==> src/rtl/uart_rx_frame_ctrl.sv <==
// uart_rx_frame_ctrl
//
// Receive-side frame parser for ECG sample uploads arriving over the UART.
// A frame is: HEADER byte, N_SAMPLES big-endian 16-bit samples, then an 8-bit
// checksum (mod-256 sum of the 2*N_SAMPLES data bytes). Each completed sample
// is written to the sample buffer; a frame whose checksum matches is held as
// valid until the consumer acknowledges it.
//
// Ports:
//   Clk, Rst_n        clock, asynchronous active-low reset
//   i_Rx_DV           one-cycle strobe: i_Rx_Byte is valid
//   i_Rx_Byte         received byte
//   i_Frame_ack       consumer has taken the frame (releases HOLD)
//   o_Wr_en           sample-buffer write strobe, one cycle per sample
//   o_Wr_addr         sample index
//   o_Wr_data         sample {high byte, low byte}
//   o_Frame_valid     buffer holds a complete checksum-verified frame
//   o_Frame_err       one-cycle pulse on checksum failure or timeout
//   o_Err_code        01 checksum, 10 timeout, 00 none; held until next header
//   o_Rx_busy         high while a frame is being received
//   o_Rx_drop         one-cycle pulse for each byte discarded during HOLD

module uart_rx_frame_ctrl #(
    parameter int unsigned N_SAMPLES      = 187,
    parameter int unsigned ADDR_W         = 8,
    parameter int unsigned TIMEOUT_CYCLES = 1000000,
    parameter logic [7:0]  HEADER         = 8'h53
) (
    input  logic              Clk,
    input  logic              Rst_n,
    input  logic              i_Rx_DV,
    input  logic [7:0]        i_Rx_Byte,
    input  logic              i_Frame_ack,
    output logic              o_Wr_en,
    output logic [ADDR_W-1:0] o_Wr_addr,
    output logic [15:0]       o_Wr_data,
    output logic              o_Frame_valid,
    output logic              o_Frame_err,
    output logic [1:0]        o_Err_code,
    output logic              o_Rx_busy,
    output logic              o_Rx_drop
);

    localparam int unsigned       TMO_W    = (TIMEOUT_CYCLES > 1) ? $clog2(TIMEOUT_CYCLES) : 1;
    localparam logic [TMO_W-1:0]  TMO_LAST = TMO_W'(TIMEOUT_CYCLES - 1);
    localparam logic [ADDR_W-1:0] IDX_LAST = ADDR_W'(N_SAMPLES - 1);

    localparam logic [1:0] ERR_NONE = 2'b00;
    localparam logic [1:0] ERR_CSUM = 2'b01;
    localparam logic [1:0] ERR_TMO  = 2'b10;

    typedef enum logic [2:0] {StIdle, StHi, StLo, StChk, StHold} state_e;

    state_e              state_q, state_d;
    logic [ADDR_W-1:0]   idx_q, idx_d;
    logic [7:0]          csum_q, csum_d;
    logic [7:0]          hi_q, hi_d;
    logic [TMO_W-1:0]    tmo_q, tmo_d;

    logic                wr_en_q, wr_en_d;
    logic [ADDR_W-1:0]   wr_addr_q, wr_addr_d;
    logic [15:0]         wr_data_q, wr_data_d;
    logic                frame_valid_q, frame_valid_d;
    logic                frame_err_q, frame_err_d;
    logic [1:0]          err_code_q, err_code_d;
    logic                rx_busy_q, rx_busy_d;
    logic                rx_drop_q, rx_drop_d;

    always_comb begin
        state_d     = state_q;
        idx_d       = idx_q;
        csum_d      = csum_q;
        hi_d        = hi_q;
        // Cleared unless an in-frame cycle passes without a byte.
        tmo_d       = '0;
        wr_en_d     = 1'b0;
        wr_addr_d   = wr_addr_q;
        wr_data_d   = wr_data_q;
        frame_err_d = 1'b0;
        err_code_d  = err_code_q;
        rx_drop_d   = 1'b0;

        unique case (state_q)
            StIdle: begin
                if (i_Rx_DV && (i_Rx_Byte == HEADER)) begin
                    idx_d      = '0;
                    csum_d     = '0;
                    err_code_d = ERR_NONE;
                    state_d    = StHi;
                end
            end

            StHi, StLo, StChk: begin
                if (i_Rx_DV) begin
                    // A byte on the terminal timeout cycle is still accepted.
                    unique case (state_q)
                        StHi: begin
                            hi_d    = i_Rx_Byte;
                            csum_d  = csum_q + i_Rx_Byte;
                            state_d = StLo;
                        end
                        StLo: begin
                            wr_en_d   = 1'b1;
                            wr_addr_d = idx_q;
                            wr_data_d = {hi_q, i_Rx_Byte};
                            csum_d    = csum_q + i_Rx_Byte;
                            if (idx_q == IDX_LAST) begin
                                state_d = StChk;
                            end else begin
                                idx_d   = idx_q + 1'b1;
                                state_d = StHi;
                            end
                        end
                        default: begin
                            if (i_Rx_Byte == csum_q) begin
                                state_d = StHold;
                            end else begin
                                frame_err_d = 1'b1;
                                err_code_d  = ERR_CSUM;
                                state_d     = StIdle;
                            end
                        end
                    endcase
                end else if (tmo_q == TMO_LAST) begin
                    frame_err_d = 1'b1;
                    err_code_d  = ERR_TMO;
                    state_d     = StIdle;
                end else begin
                    tmo_d = tmo_q + 1'b1;
                end
            end

            StHold: begin
                // Bytes are never parsed here, even a header.
                rx_drop_d = i_Rx_DV;
                if (i_Frame_ack) begin
                    state_d = StIdle;
                end
            end

            default: begin
                state_d = StIdle;
            end
        endcase

        frame_valid_d = (state_d == StHold);
        rx_busy_d     = (state_d == StHi) || (state_d == StLo) || (state_d == StChk);
    end

    always_ff @(posedge Clk or negedge Rst_n) begin
        if (!Rst_n) begin
            state_q       <= StIdle;
            idx_q         <= '0;
            csum_q        <= '0;
            hi_q          <= '0;
            tmo_q         <= '0;
            wr_en_q       <= 1'b0;
            wr_addr_q     <= '0;
            wr_data_q     <= '0;
            frame_valid_q <= 1'b0;
            frame_err_q   <= 1'b0;
            err_code_q    <= ERR_NONE;
            rx_busy_q     <= 1'b0;
            rx_drop_q     <= 1'b0;
        end else begin
            state_q       <= state_d;
            idx_q         <= idx_d;
            csum_q        <= csum_d;
            hi_q          <= hi_d;
            tmo_q         <= tmo_d;
            wr_en_q       <= wr_en_d;
            wr_addr_q     <= wr_addr_d;
            wr_data_q     <= wr_data_d;
            frame_valid_q <= frame_valid_d;
            frame_err_q   <= frame_err_d;
            err_code_q    <= err_code_d;
            rx_busy_q     <= rx_busy_d;
            rx_drop_q     <= rx_drop_d;
        end
    end

    assign o_Wr_en       = wr_en_q;
    assign o_Wr_addr     = wr_addr_q;
    assign o_Wr_data     = wr_data_q;
    assign o_Frame_valid = frame_valid_q;
    assign o_Frame_err   = frame_err_q;
    assign o_Err_code    = err_code_q;
    assign o_Rx_busy     = rx_busy_q;
    assign o_Rx_drop     = rx_drop_q;

endmodule

==> config.mk <==
export PLATFORM = sky130hd
export DESIGN_NAME = uart_rx_frame_ctrl
export DESIGN_NICKNAME = d
export VERILOG_FILES = /design/src/rtl/uart_rx_frame_ctrl.sv
export SDC_FILE = /design/constraint.sdc
export NUM_CORES = 1
export LEC_CHECK = 0
export ABC_AREA = 1
export BUFFER_PORTS_ARGS = -buffer_cell sky130_fd_sc_hd__buf_2
export CAP_MARGIN = 20
export CORE_MARGIN = 2
export CORE_UTILIZATION = 51
export DETAILED_ROUTE_END_ITERATION = 7
export PLACE_DENSITY_LB_ADDON = 0.05
export RECOVER_POWER = 100
export SLEW_MARGIN = 40
export SYNTH_ARGS = -nofsm -noshare
export SYNTH_HDL_FRONTEND = slang
export SYNTH_SLANG_ARGS = --single-unit
==> constraint.sdc <==
create_clock -name Clk -period 3.4 [get_ports Clk]
set_input_delay 0.34 -clock Clk [delete_from_list [all_inputs] [get_ports Clk]]
set_output_delay 0.34 -clock Clk [all_outputs]
set_load 0.02 [all_outputs]
Word-level counts from Yosys, hierarchy flattened:

Index checks and enable logic that the tools add are counted.

* $add $sub $neg: 3
* equality and inequality tests: 20
* muxes and demuxes: 34
* reductions and logical operators: 12

Operators by type and width (number)
* 2-to-1 mux 20 bit: 3
* 2-to-1 mux 8 bit: 6
* one-hot mux 8 bit (2 select lines): 2
* adder 20 x 1 -> 20 bit, second input constant: 1
* equality test 20 bit, second input constant: 1
* 2-to-1 mux 3 bit: 5
* equality test 3 x 2 -> 1 bit, second input constant: 4
* 2-to-1 mux 2 bit: 6
* != test 2 bit, second input constant: 5
* AND reduction 5 bit: 2
* 2-to-1 mux 1 bit: 9
* != test 3 bit, second input constant: 3
* one-hot mux 3 bit (3 select lines): 1
* adder 8 x 1 -> 8 bit, second input constant: 1
* adder 8 bit: 1
* equality test 8 x 7 -> 1 bit, second input constant: 1
* equality test 8 bit: 1
* equality test 8 bit, second input constant: 1
* equality test 3 x 1 -> 1 bit, second input constant: 2
* equality test 3 bit, second input constant: 2
* one-hot mux 3 bit (2 select lines): 1
* AND reduction 3 bit: 2
* one-hot mux 2 bit (2 select lines): 1
* AND reduction 4 bit: 1
* 6 further kinds: 7

* flip-flop bits (word level): 78
* logic and storage cells: 82

Logic depth before layout (Yosys ltp):

Gate-level depths: netlist of run 1.

* depth after elaboration: 8
* depth in mapped cells: 10

Worst setup path after synthesis of run 1:

OpenSTA, ideal clock, no wires.

* path type: register to register
* from: register csum_q[0]
* to: register csum_q[4]
* data arrival time: 1396 ps
* path slack: 1922 ps
* cell stages (with the launch flop): 8
* path buffers: 0
* cell sequence: dfrtp_1 ha_1 fa_1 nand2_1 a21oi_1 o21ai_0 nand2_1 o21ai_0

* longest elaborated chain between the ends: 4

Ends and longest elaborated chain
* start, declared: line 56 `logic [7:0] csum_q, csum_d;`
* start signal, assigned: line 168 `csum_q <= csum_d;`
* adder 8 bit: line 99, 106
* 2-to-1 mux 8 bit
* 2-to-1 mux 8 bit: line 94 `if (i_Rx_DV) begin`
* one-hot mux 8 bit (2 select lines): line 83 `unique case (state_q)`

Every way passes these cells. The select of a mux whose other input is x is not followed.
A chain may end at the register's enable or synchronous reset.

Worst setup path after layout of run 1:

* from: register state_q[1]
* to: register tmo_q[9]

* longest elaborated chain between the ends: 3
* elaborated cells on any way between the ends: 5
* those cells by class: 3 x eq/ne; 1 x mux; 1 x reduce/logical

Ends and longest elaborated chain
* start, declared: line 54 `state_e state_q, state_d;`
* start signal, assigned: line 152 `state_q <= StIdle;`
* start signal, assigned: line 166 `state_q <= state_d;`
* equality test 3 x 1 -> 1 bit or equality test 3 x 2 -> 1 bit (tied branches): line 83
* OR reduction 3 bit *: line 83
* 2-to-1 mux 20 bit *: line 83
* named net tmo_d[9]: line 58 `logic [TMO_W-1:0] tmo_q, tmo_d;`
* end signal, assigned: line 170 `tmo_q <= tmo_d;`
* end, declared: line 58

The timed path passes the listed nets; every way through them passes the cells marked *.

==> results of run 1 <==
## routing by layer
| layer | GRT usage [%] | wire [um] | up-vias |
|---|---|---|---|
| met5 | 0 | 0 | - |
| met4 | 5.88 | 94 | 0 |
| met3 | 5.21 | 296 | 8 |
| met2 | 34.8 | 3790 | 52 |
| met1 | 27.7 | 4010 | 1462 |
| li1 | - | - | 1681 |
## sequential cells by signal, indices dropped and copies added, names as in the netlist
signal / count
o_Rx_drop: 1
hi_q: 8
o_Frame_valid: 1
o_Wr_en: 1
o_Err_code: 2
o_Rx_busy: 1
state_q: 3
o_Wr_data: 16
csum_q: 8
tmo_q: 20
o_Frame_err: 1
o_Wr_addr: 8
idx_q: 8
## cell usage in the layout (no fill, tap or decap), types with 3 or more instances in the layout
cell / synthesis / final
a21oi_1: 9 / 9
nand3_1: 27 / 27
nor2_1: 51 / 54
inv_1: 56 / 59
nand4_1: 10 / 10
ha_1: 10 / 10
clkbuf_8: 0 / 9
o21ai_0: 20 / 43
clkbuf_1: 0 / 31
inv_2: 6 / 3
dfrtp_1: 78 / 78
buf_2: 2 / 10
nand3_2: 3 / 3
nand2_1: 162 / 164
nor3_1: 6 / 6
## metrics by stage
step	util [%]	total power, W	setup slack [ps]	cells
6_report	57.3	0.00185	1030	654
5_1_grt	57.3	0.00193	721	654
4_1_cts	58.6	0.00188	1610	654
3_5_place_dp	56.0	0.00115	1620	638
3_3_place_gp	55.9	0.00114	1670	638
2_1_floorplan	-	0.00108	1920	502
## cells by family after synthesis
logic type,count (synthesis)
and+or+nand+nor,280
DFF,78
buffers and inverters,71
AOI/OAI and AO/OA,58
adders and majority gates,11
xor gates and xnor gates,4
## power groups by stage
stage,combinational [W],clock [W],sequential (W)
floorplan,0.0000863,0,0.000997
global placement,0.000156,0,0.000986
detailed placement,0.000158,0,0.000987
CTS,0.000159,0.000748,0.000969
global route,0.000177,0.000785,0.000972
finish,0.000150,0.000728,0.000969
## worst paths after layout
kind | startpoint | endpoint | cells past startpoint | slack [ps]
max in group asynchronous | Rst_n | idx_q[2]$_DFFE_PN0P_ | 1 | 1800
min in group asynchronous | Rst_n | o_Wr_data[11]$_DFFE_PN0P_ | 1 | 480
max | state_q[1]$_DFF_PN0_ | tmo_q[9]$_DFF_PN0_ | 8 | 1030
min | i_Frame_ack | state_q[2]$_DFF_PN0_ | 2 | 180
min reg2reg | tmo_q[0]$_DFF_PN0_ | tmo_q[0]$_DFF_PN0_ | 1 | 470
max reg2reg | state_q[1]$_DFF_PN0_ | tmo_q[9]$_DFF_PN0_ | 8 | 1030
## layout make-up
class	instances	area [um2]	area share (%)
clock inverter	7	82.6	1.87
clock buffer	9	124	2.81
timing repair buffer	42	171	3.89
inverter	63	239	5.42
multi-input combinational	353	1710	38.8
tap	102	128	2.90
sequential	78	1950	44.3
==> results.yml, run 1 <==
run_status:
  status: "finished with violations"
  violations: "max-capacitance violations, max-slew violations"
clock_tree:
  postCtsHoldBufs: 0
  numCtsBuffers: 9
  cts_resized: 0
  post_cts_buffers: 0
  h-tree-depth: 3
  cts_tree: "done"
  numClockSinks: 78
  clkTransAtPathRegs_ps: 90
  clk_path_buf_depth: 2
  cts-root-buf: "clkbuf_8"
  insertion_delay_ps: 350
power:
  seq_power_share_pct: 52.5
  switching_power_w: 0.000496
  combinationalPowerShare_pct: 8.1
  intPower_w: 0.00135
  p_per_area_mw_per_mm2: 419
  ir_drop_mv: 0.263
  leakagePower_nw: 2.18
  p_sw_share_pct: 26.9
  clockPowerShare_pct: 39.4
synthesis:
  synthSimpleGateAreaFrac_pct: 31.2
  synth_cell_types: 37
  synth.mux.area_fraction_pct: 0
  synthesis.nets: 525
  syn_avg_cell_area_um2: 8.02
  synthCells: 502
  synth_ff_type: "dfrtp_1"
  synth_seq_cells: 78
  synth_top_area_share_pct: 48.5
  yosys.area.top_type: "dfrtp_1"
  synth_compound_gate_area_share_pct: 8.21
  yosysWarnings: 0
  ys_seq_area_share_pct: 48.5
  yosysMostFrequentCell: "nand2_1"
  synth_top_family_by_area: "simple AND/OR/NAND/NOR gates"
  synthAdderAreaFrac_pct: 3.61
  synth_edf_count: 0
  synth_xor_xnor_area_share_pct: 0.871
  synthTopCellsByArea: "dfrtp_1, nand2_1, inv_1"
  synth.cell_area_mm2: 0.00402
  synth_common_cells: "nand2_1, dfrtp_1, inv_1"
  async_reset_ff_share_pct: 100
min_path:
  hp-class: "input pin to flip-flop"
worst_setup_path:
  cp.arrival_ps: 2660
  crit_type: "flip-flop to flip-flop"
  crit_required_ps: 3690
  worst_setup_path_end_kind: "flip-flop"
  cpMostUsedCell: "nor2_1"
  start_kind: "flip-flop"
  crit_path_cell_trace: "nor2_1 > nor2_1 > nand2_4 > inv_1 > nand2_2 > inv_2 > nand2_1 > a21oi_1"
  slowest_delay_ps: 830
  path_buf_inv: 2
  cp_top_family: "simple AND/OR/NAND/NOR gates"
  cp_max_fo: 16
  cpMaxStageDelayCell: "nor2_1"
drt:
  avgViaCountPerCell: 4.90
  wirelength_um: 8190
  dr.pass1.iters: 4
  antenna_left: 0
  drc: 0
  vias: 3203
  avgRoutedWirePerCell_um: 12.5
  drt-initial-drc-count: 158
place:
  dp_hpwl_um: 5880
  gp_congestion: 0.849
  portBuffers: 42
  dpl-instance-area_mm2: 0.00430
floorplanning:
  fp.dieW_um: 92.8
  fp-row-count: 32
  pin_count: 43
  design.die.area_mm2: 0.00862
  die_y_um: 92.8
  initial_utilization_pct: 52.3
  core_area_mm2: 0.00769
final_layout:
  area_growth_pct: 9.48
  n_antenna_cell: 0
  fill_cells: 775
  final_area_mm2: 0.00441
  layout-drive-gt1-share_pct: 8.33
  nets: 570
timing:
  finalCritPeriodShare_pct: 69.8
  skew_ps: 7.49
  rsz0062_at_grt: "no"
  drv_slew: 79
  finalSetupTns_ps: 0
  hold_viol: 0
  finalSetupViolCount: 0
  period_needed_ps: 2370
  worst_pin_slew_ps: 1880
  slew_headroom_pct: -25.5
  holdWs_ps: 182
  max_freq_ghz: 0.421
global_route:
  overflow: 0
  grt_max_degree: 79
  track_usage_pct: 21.1
  grt_pass1_wl_um: 14200
  antenna_found_initial: 0
  grt_pass1_vias: 3081
run:
  drv_cap: 1
No activity file was read; power rests on OpenSTA's default activity.
==> run 2: changes to the inputs <==
- clock period: 3.4 -> 2 ns (I/O delays scaled with it)
==> run 2 against run 1 <==
- the run now ends clean
- cell area fell by 0.26%
- first-iteration DRC count rose by 1.3%
- worst setup slack worse by 770 ps
- via count rose by 2.2%
- core utilization decreased by 0.15 points
- wire length up 2.2%
- global-route usage increased by 0.052 points
- total power up 59%
- sequential power increased by 70%
- final cell count up 0.46%
==> results.yml, run 2 (same netlist as run 1, synthesis figures left out) <==
floorplanning:
  fp-row-count: 32
  initial_utilization_pct: 52.3
  fp.dieW_um: 92.8
  design.die.area_mm2: 0.00862
  pin_count: 43
  core_area_mm2: 0.00769
  die_y_um: 92.8
clock_tree:
  h-tree-depth: 3
  cts_resized: 0
  clkTransAtPathRegs_ps: 80
  numClockSinks: 78
  cts-root-buf: "clkbuf_8"
  insertion_delay_ps: 340
  clk_path_buf_depth: 2
  cts_tree: "done"
  numCtsBuffers: 9
worst_setup_path:
  cp_max_fo: 16
  rr_worst_depth: 8
  crit_end: "o_Err_code[0]$_DFFE_PN0P_"
  r2r_start: "state_q[1]$_DFF_PN0_"
  reg2reg_setup_slack_ps: 250
  cp.arrival_ps: 1980
  crit_required_ps: 2230
  start_kind: "flip-flop"
  startpoint: "state_q[1]$_DFF_PN0_"
  crit_type: "flip-flop to flip-flop"
  worst_setup_path_end_kind: "flip-flop"
  rr_endpoint: "o_Err_code[0]$_DFFE_PN0P_"
timing:
  slew_headroom_pct: 30.2
  worst_pin_slew_ps: 1050
  finalCritPeriodShare_pct: 87.4
  max_freq_ghz: 0.572
  hold_viol: 0
  rsz0062_at_grt: "no"
  period_needed_ps: 1750
  setup_slack_ps: 252
  finalSetupTns_ps: 0
  skew_ps: 8.97
  finalSetupViolCount: 0
  drv_slew: 0
final_layout:
  mostFrequentLayoutCell: "nand2_1"
  largest_register_ffs: 20
  area_growth_pct: 9.20
  nets: 573
  layout-drive-gt1-share_pct: 9.01
  fin_util_pct: 57.2
  n_antenna_cell: 0
  final_cell_mix: "nand2_1, dfrtp_1, inv_1"
  regMostFlops: "tmo_q"
  final_area_mm2: 0.00439
min_path:
  holdCritStartpoint: "i_Frame_ack"
  hp-class: "input pin to flip-flop"
power:
  total_power_w: 0.00294
  ir_drop_mv: 0.301
  p_per_area_mw_per_mm2: 668
  leakagePower_nw: 2.17
place:
  gp_congestion: 0.864
  portBuffers: 42
  dp_hpwl_um: 6090
  dpl-instance-area_mm2: 0.00433
  place_ws_ps: 262
global_route:
  antenna_found_initial: 0
  overflow: 0
  grt_pass1_wl_um: 14600
  track_usage_pct: 21.1
  grt_pass1_vias: 3192
  grt_max_degree: 79
drt:
  dr.pass1.iters: 4
  avgRoutedWirePerCell_um: 12.7
  avgViaCountPerCell: 4.98
  antenna_left: 0
  wirelength_um: 8370
  vias: 3273
  drc: 0
  drt-initial-drc-count: 160
run:
  drv_cap: 0
run_status:
  status: "finished clean"
[run 2: per-layer routing]
| layer | up-vias | wire, um | global-route usage, % |
|---|---|---|---|
| met5 | - | 0 | 0 |
| met4 | 0 | 39 | 6.50 |
| met1 | 1525 | 4160 | 29.8 |
| met3 | 4 | 279 | 4.07 |
| li1 | 1694 | - | - |
| met2 | 50 | 3890 | 33.2 |
[run 2: worst min path at each step]
stage                                      endpoint  slack, ps  cells past startpoint
after global placement    o_Wr_data[11]$_DFFE_PN0P_        260                      2
after CTS                      state_q[2]$_DFF_PN0_         40                      2
after detailed placement  o_Wr_data[15]$_DFFE_PN0P_        260                      2
after floorplan               csum_q[0]$_DFFE_PN0P_       -100                      0
after global routing        o_Frame_valid$_DFF_PN0_         70                      2
final                          state_q[2]$_DFF_PN0_         60                      2
[run 2: repair_timing]
item / 4_1_cts / 5_1_grt
hold endpoints to repair: 78 / 0
buffers inserted: 0 / 0
hold buffers: 1 / 0
[run 2: per-stage QoR]
step	hold WS (ps)	cells
2_1_floorplan	-95.6	502
3_5_place_dp	258	640
6_report	62.1	657
4_1_cts	44.2	657
3_3_place_gp	261	640
5_1_grt	72.6	657
[run 2: power breakdown]
| group | total (W) | internal [W] | switching [W] | leakage [nW] |
|---|---|---|---|---|
| clock network | 0.00103 | 0.000447 | 0.000585 | 0.0820 |
| logic | 0.000258 | 0.0000846 | 0.000173 | 1.03 |
| registers | 0.00165 | 0.00162 | 0.0000267 | 1.06 |
[run 2: layout make-up]
cell class	count	area [um2]
multi-input cells	353	1710
well taps	102	128
flip-flops and latches	78	1950
clock buffers	10	128
repair buffers	45	196
fillers	760	3290
inverters	63	239
clock inverters	6	38.8
[run 2: worst max-delay path: stages (launching register included)]
cell,delay [ps]
dfrtp_1,440
nor2_1,360
nor2_8,120
nand2_4,110
inv_2,50
nand2_2,280
nand3_1,160
nand2_1,80
nand2_1,50
==> run 3: changes to the inputs <==
- ABC_AREA: 1 -> default
- CORE_UTILIZATION: 51 -> 52
==> run 3 against run 2 <==
- global-route usage is 0.42 points lower
- via count shrank 17%
- largest power group unchanged
- sequential power is essentially flat
- synthesized cell count is 33% lower
- clock skew rose by 3.3 ps
- final cell count decreased by 24%
- highest routed layer unchanged
- critical endpoint is now csum_q[6]$_DFFE_PN0P_
- cell area fell by 0.94%
==> results.yml, run 3 <==
worst_setup_path:
  crit_required_ps: 2240
  rr_endpoint: "csum_q[6]$_DFFE_PN0P_"
  startpoint: "csum_q[0]$_DFFE_PN0P_"
  worst_setup_path_end_kind: "flip-flop"
  cp.arrival_ps: 2160
  reg2reg_setup_slack_ps: 90
  rr_worst_depth: 7
  start_kind: "flip-flop"
  crit_end: "csum_q[6]$_DFFE_PN0P_"
  crit_type: "flip-flop to flip-flop"
  r2r_start: "csum_q[0]$_DFFE_PN0P_"
  cp_max_fo: 3
floorplanning:
  design.die.area_mm2: 0.00796
  initial_utilization_pct: 52.9
  pin_count: 43
  die_y_um: 89.2
  core_area_mm2: 0.00714
  fp-row-count: 31
  fp.dieW_um: 89.2
clock_tree:
  clk_path_buf_depth: 2
  numClockSinks: 78
  cts-root-buf: "clkbuf_8"
  insertion_delay_ps: 360
  clkTransAtPathRegs_ps: 80
  cts_tree: "done"
  h-tree-depth: 3
  numCtsBuffers: 9
drt:
  avgRoutedWirePerCell_um: 15.0
  dr.pass1.iters: 6
  drc: 0
  vias: 2704
  wirelength_um: 7510
  antenna_left: 0
  drt-initial-drc-count: 105
  avgViaCountPerCell: 5.42
power:
  leakagePower_nw: 1.95
  intPower_w: 0.00242
  ir_drop_mv: 0.366
  clockPowerShare_pct: 41.7
  seq_power_share_pct: 51.0
  combinationalPowerShare_pct: 7.3
  p_per_area_mw_per_mm2: 740
  p_sw_share_pct: 24.7
  switching_power_w: 0.000797
timing:
  worst_pin_slew_ps: 784
  period_needed_ps: 1910
  finalSetupViolCount: 0
  max_freq_ghz: 0.523
  finalSetupTns_ps: 0
  slew_headroom_pct: 47.7
  finalCritPeriodShare_pct: 95.6
  setup_slack_ps: 87.7
  hold_viol: 0
  skew_ps: 12.3
  rsz0062_at_grt: "no"
  drv_slew: 0
  holdWs_ps: 132
synthesis:
  yosys.area.top_type: "dfrtp_1"
  ys_seq_area_share_pct: 51.7
  synth_seq_cells: 78
  synth_ff_type: "dfrtp_1"
  synth_cell_types: 52
  syn_avg_cell_area_um2: 11.2
  synthesis.nets: 360
  synthSimpleGateAreaFrac_pct: 16.7
  synth_edf_count: 0
  synth_compound_gate_area_share_pct: 9.44
  synth.cell_area_mm2: 0.00378
  synth_xor_xnor_area_share_pct: 5.57
  synth_common_cells: "dfrtp_1, mux2_2, nor2_1"
  async_reset_ff_share_pct: 100
  synthCells: 337
  synthAdderAreaFrac_pct: 3.84
  yosysMostFrequentCell: "dfrtp_1"
  yosysWarnings: 0
  synth_top_area_share_pct: 51.7
  synth_top_family_by_area: "simple AND/OR/NAND/NOR gates"
  synth.mux.area_fraction_pct: 10.1
  synthTopCellsByArea: "dfrtp_1, mux2_2, xor2_1"
global_route:
  antenna_found_initial: 0
  grt_pass1_vias: 2622
  grt_pass1_wl_um: 12600
  grt_max_degree: 49
  track_usage_pct: 20.7
  overflow: 0
place:
  dp_hpwl_um: 5250
  place_ws_ps: 18.9
  portBuffers: 42
  dpl-instance-area_mm2: 0.00415
  gp_congestion: 0.810
final_layout:
  mostFrequentLayoutCell: "dfrtp_1"
  nets: 418
  final_cell_mix: "dfrtp_1, clkbuf_1, mux2_2"
  n_antenna_cell: 0
  largest_register_ffs: 20
  final_area_mm2: 0.00435
  area_growth_pct: 15.3
  regMostFlops: "tmo_q"
  layout-drive-gt1-share_pct: 20.3
run_status:
  status: "finished clean"
min_path:
  hp-class: "input pin to flip-flop"
run:
  drv_cap: 0
run 3: changes by cell type in the layout (fill, tap and decap cells not counted), sizes merged, moves of 15 or more:
cell / delta
xor2: +15
mux2: +32
nor2: -25
nand2: -141
nand3: -17
inv: -53
o21ai: -24
run 3: cell type report:
type | count | area (um2)
Clock buffer | 9 | 124
Tap cell | 99 | 124
Inverter | 7 | 26.3
Fill cell | 618 | 2780
Sequential cell | 78 | 1950
Timing Repair Buffer | 56 | 282
Clock inverter | 7 | 104
Multi-Input combinational cell | 243 | 1740
run 3: kinds of logic after synthesis:
group | after synthesis
AO/OA/AOI/OAI | 55
AND/OR/NAND/NOR | 119
adder cells (fa/ha/maj) | 11
flip-flops | 78
multiplexers | 34
buffers and inverters | 16
XOR/XNOR | 24
run 3: worst min path at each step:
stage | start | end | slack, ps | cells past startpoint
floorplan | Rst_n | csum_q[0]$_DFFE_PN0P_ | -100 | 0
detailed placement | Rst_n | tmo_q[13]$_DFF_PN0_ | 170 | 1
global placement | Rst_n | tmo_q[13]$_DFF_PN0_ | 170 | 1
global route | i_Rx_Byte[2] | hi_q[2]$_DFFE_PN0P_ | 140 | 2
finish | i_Frame_ack | o_Frame_valid$_DFF_PN0_ | 130 | 3
CTS | i_Rx_DV | o_Frame_err$_DFF_PN0_ | 120 | 2
run 3: layer usage:
metal / track usage [%] / part of all wire, % / routed length, um
met1: 28.0 / 48 / 3610
met2: 33.3 / 48 / 3570
met4: 8.28 / 1.7 / 127
met5: 0 / 0 / 0
met3: 3.60 / 2.7 / 204
run 3: power by group through the flow:
stage / clock [W] / combinational, W / sequential [W]
2_1_floorplan: 0 / 0.000119 / 0.00168
3_3_place_gp: 0 / 0.000233 / 0.00167
3_5_place_dp: 0 / 0.000236 / 0.00167
4_1_cts: 0.00137 / 0.000243 / 0.00164
5_1_grt: 0.00143 / 0.000265 / 0.00165
6_report: 0.00134 / 0.000235 / 0.00164
run 3: repair_timing:
| item | in CTS | in global routing |
|---|---|---|
| hold buffers | 1 | 0 |
| buffers inserted | 2 | 0 |
| pin swaps | 1 | 1 |
| gates resized for setup | 0 | 4 |
| endpoints found under the hold margin | 30 | 0 |
| endpoints found under the setup margin | 1 | 14 |
| gates cloned | 0 | 0 |
run 3: metrics by stage:
| stage | util, % | power [W] | cells |
|---|---|---|---|
| floorplan | - | 0.00180 | 337 |
| global placement | 58.1 | 0.00190 | 480 |
| detailed placement | 58.1 | 0.00191 | 480 |
| CTS | 61.6 | 0.00326 | 499 |
| global route | 61.0 | 0.00335 | 499 |
| finish | 61.0 | 0.00322 | 499 |
run 3: worst max-delay path: stages (launching register included):
cell and delay (ps):
dfrtp_1 400, ha_1 240, fa_1 420, a21o_1 190, a21o_1 190, a21oi_1 180
or4b_1 130, nand3_1 60
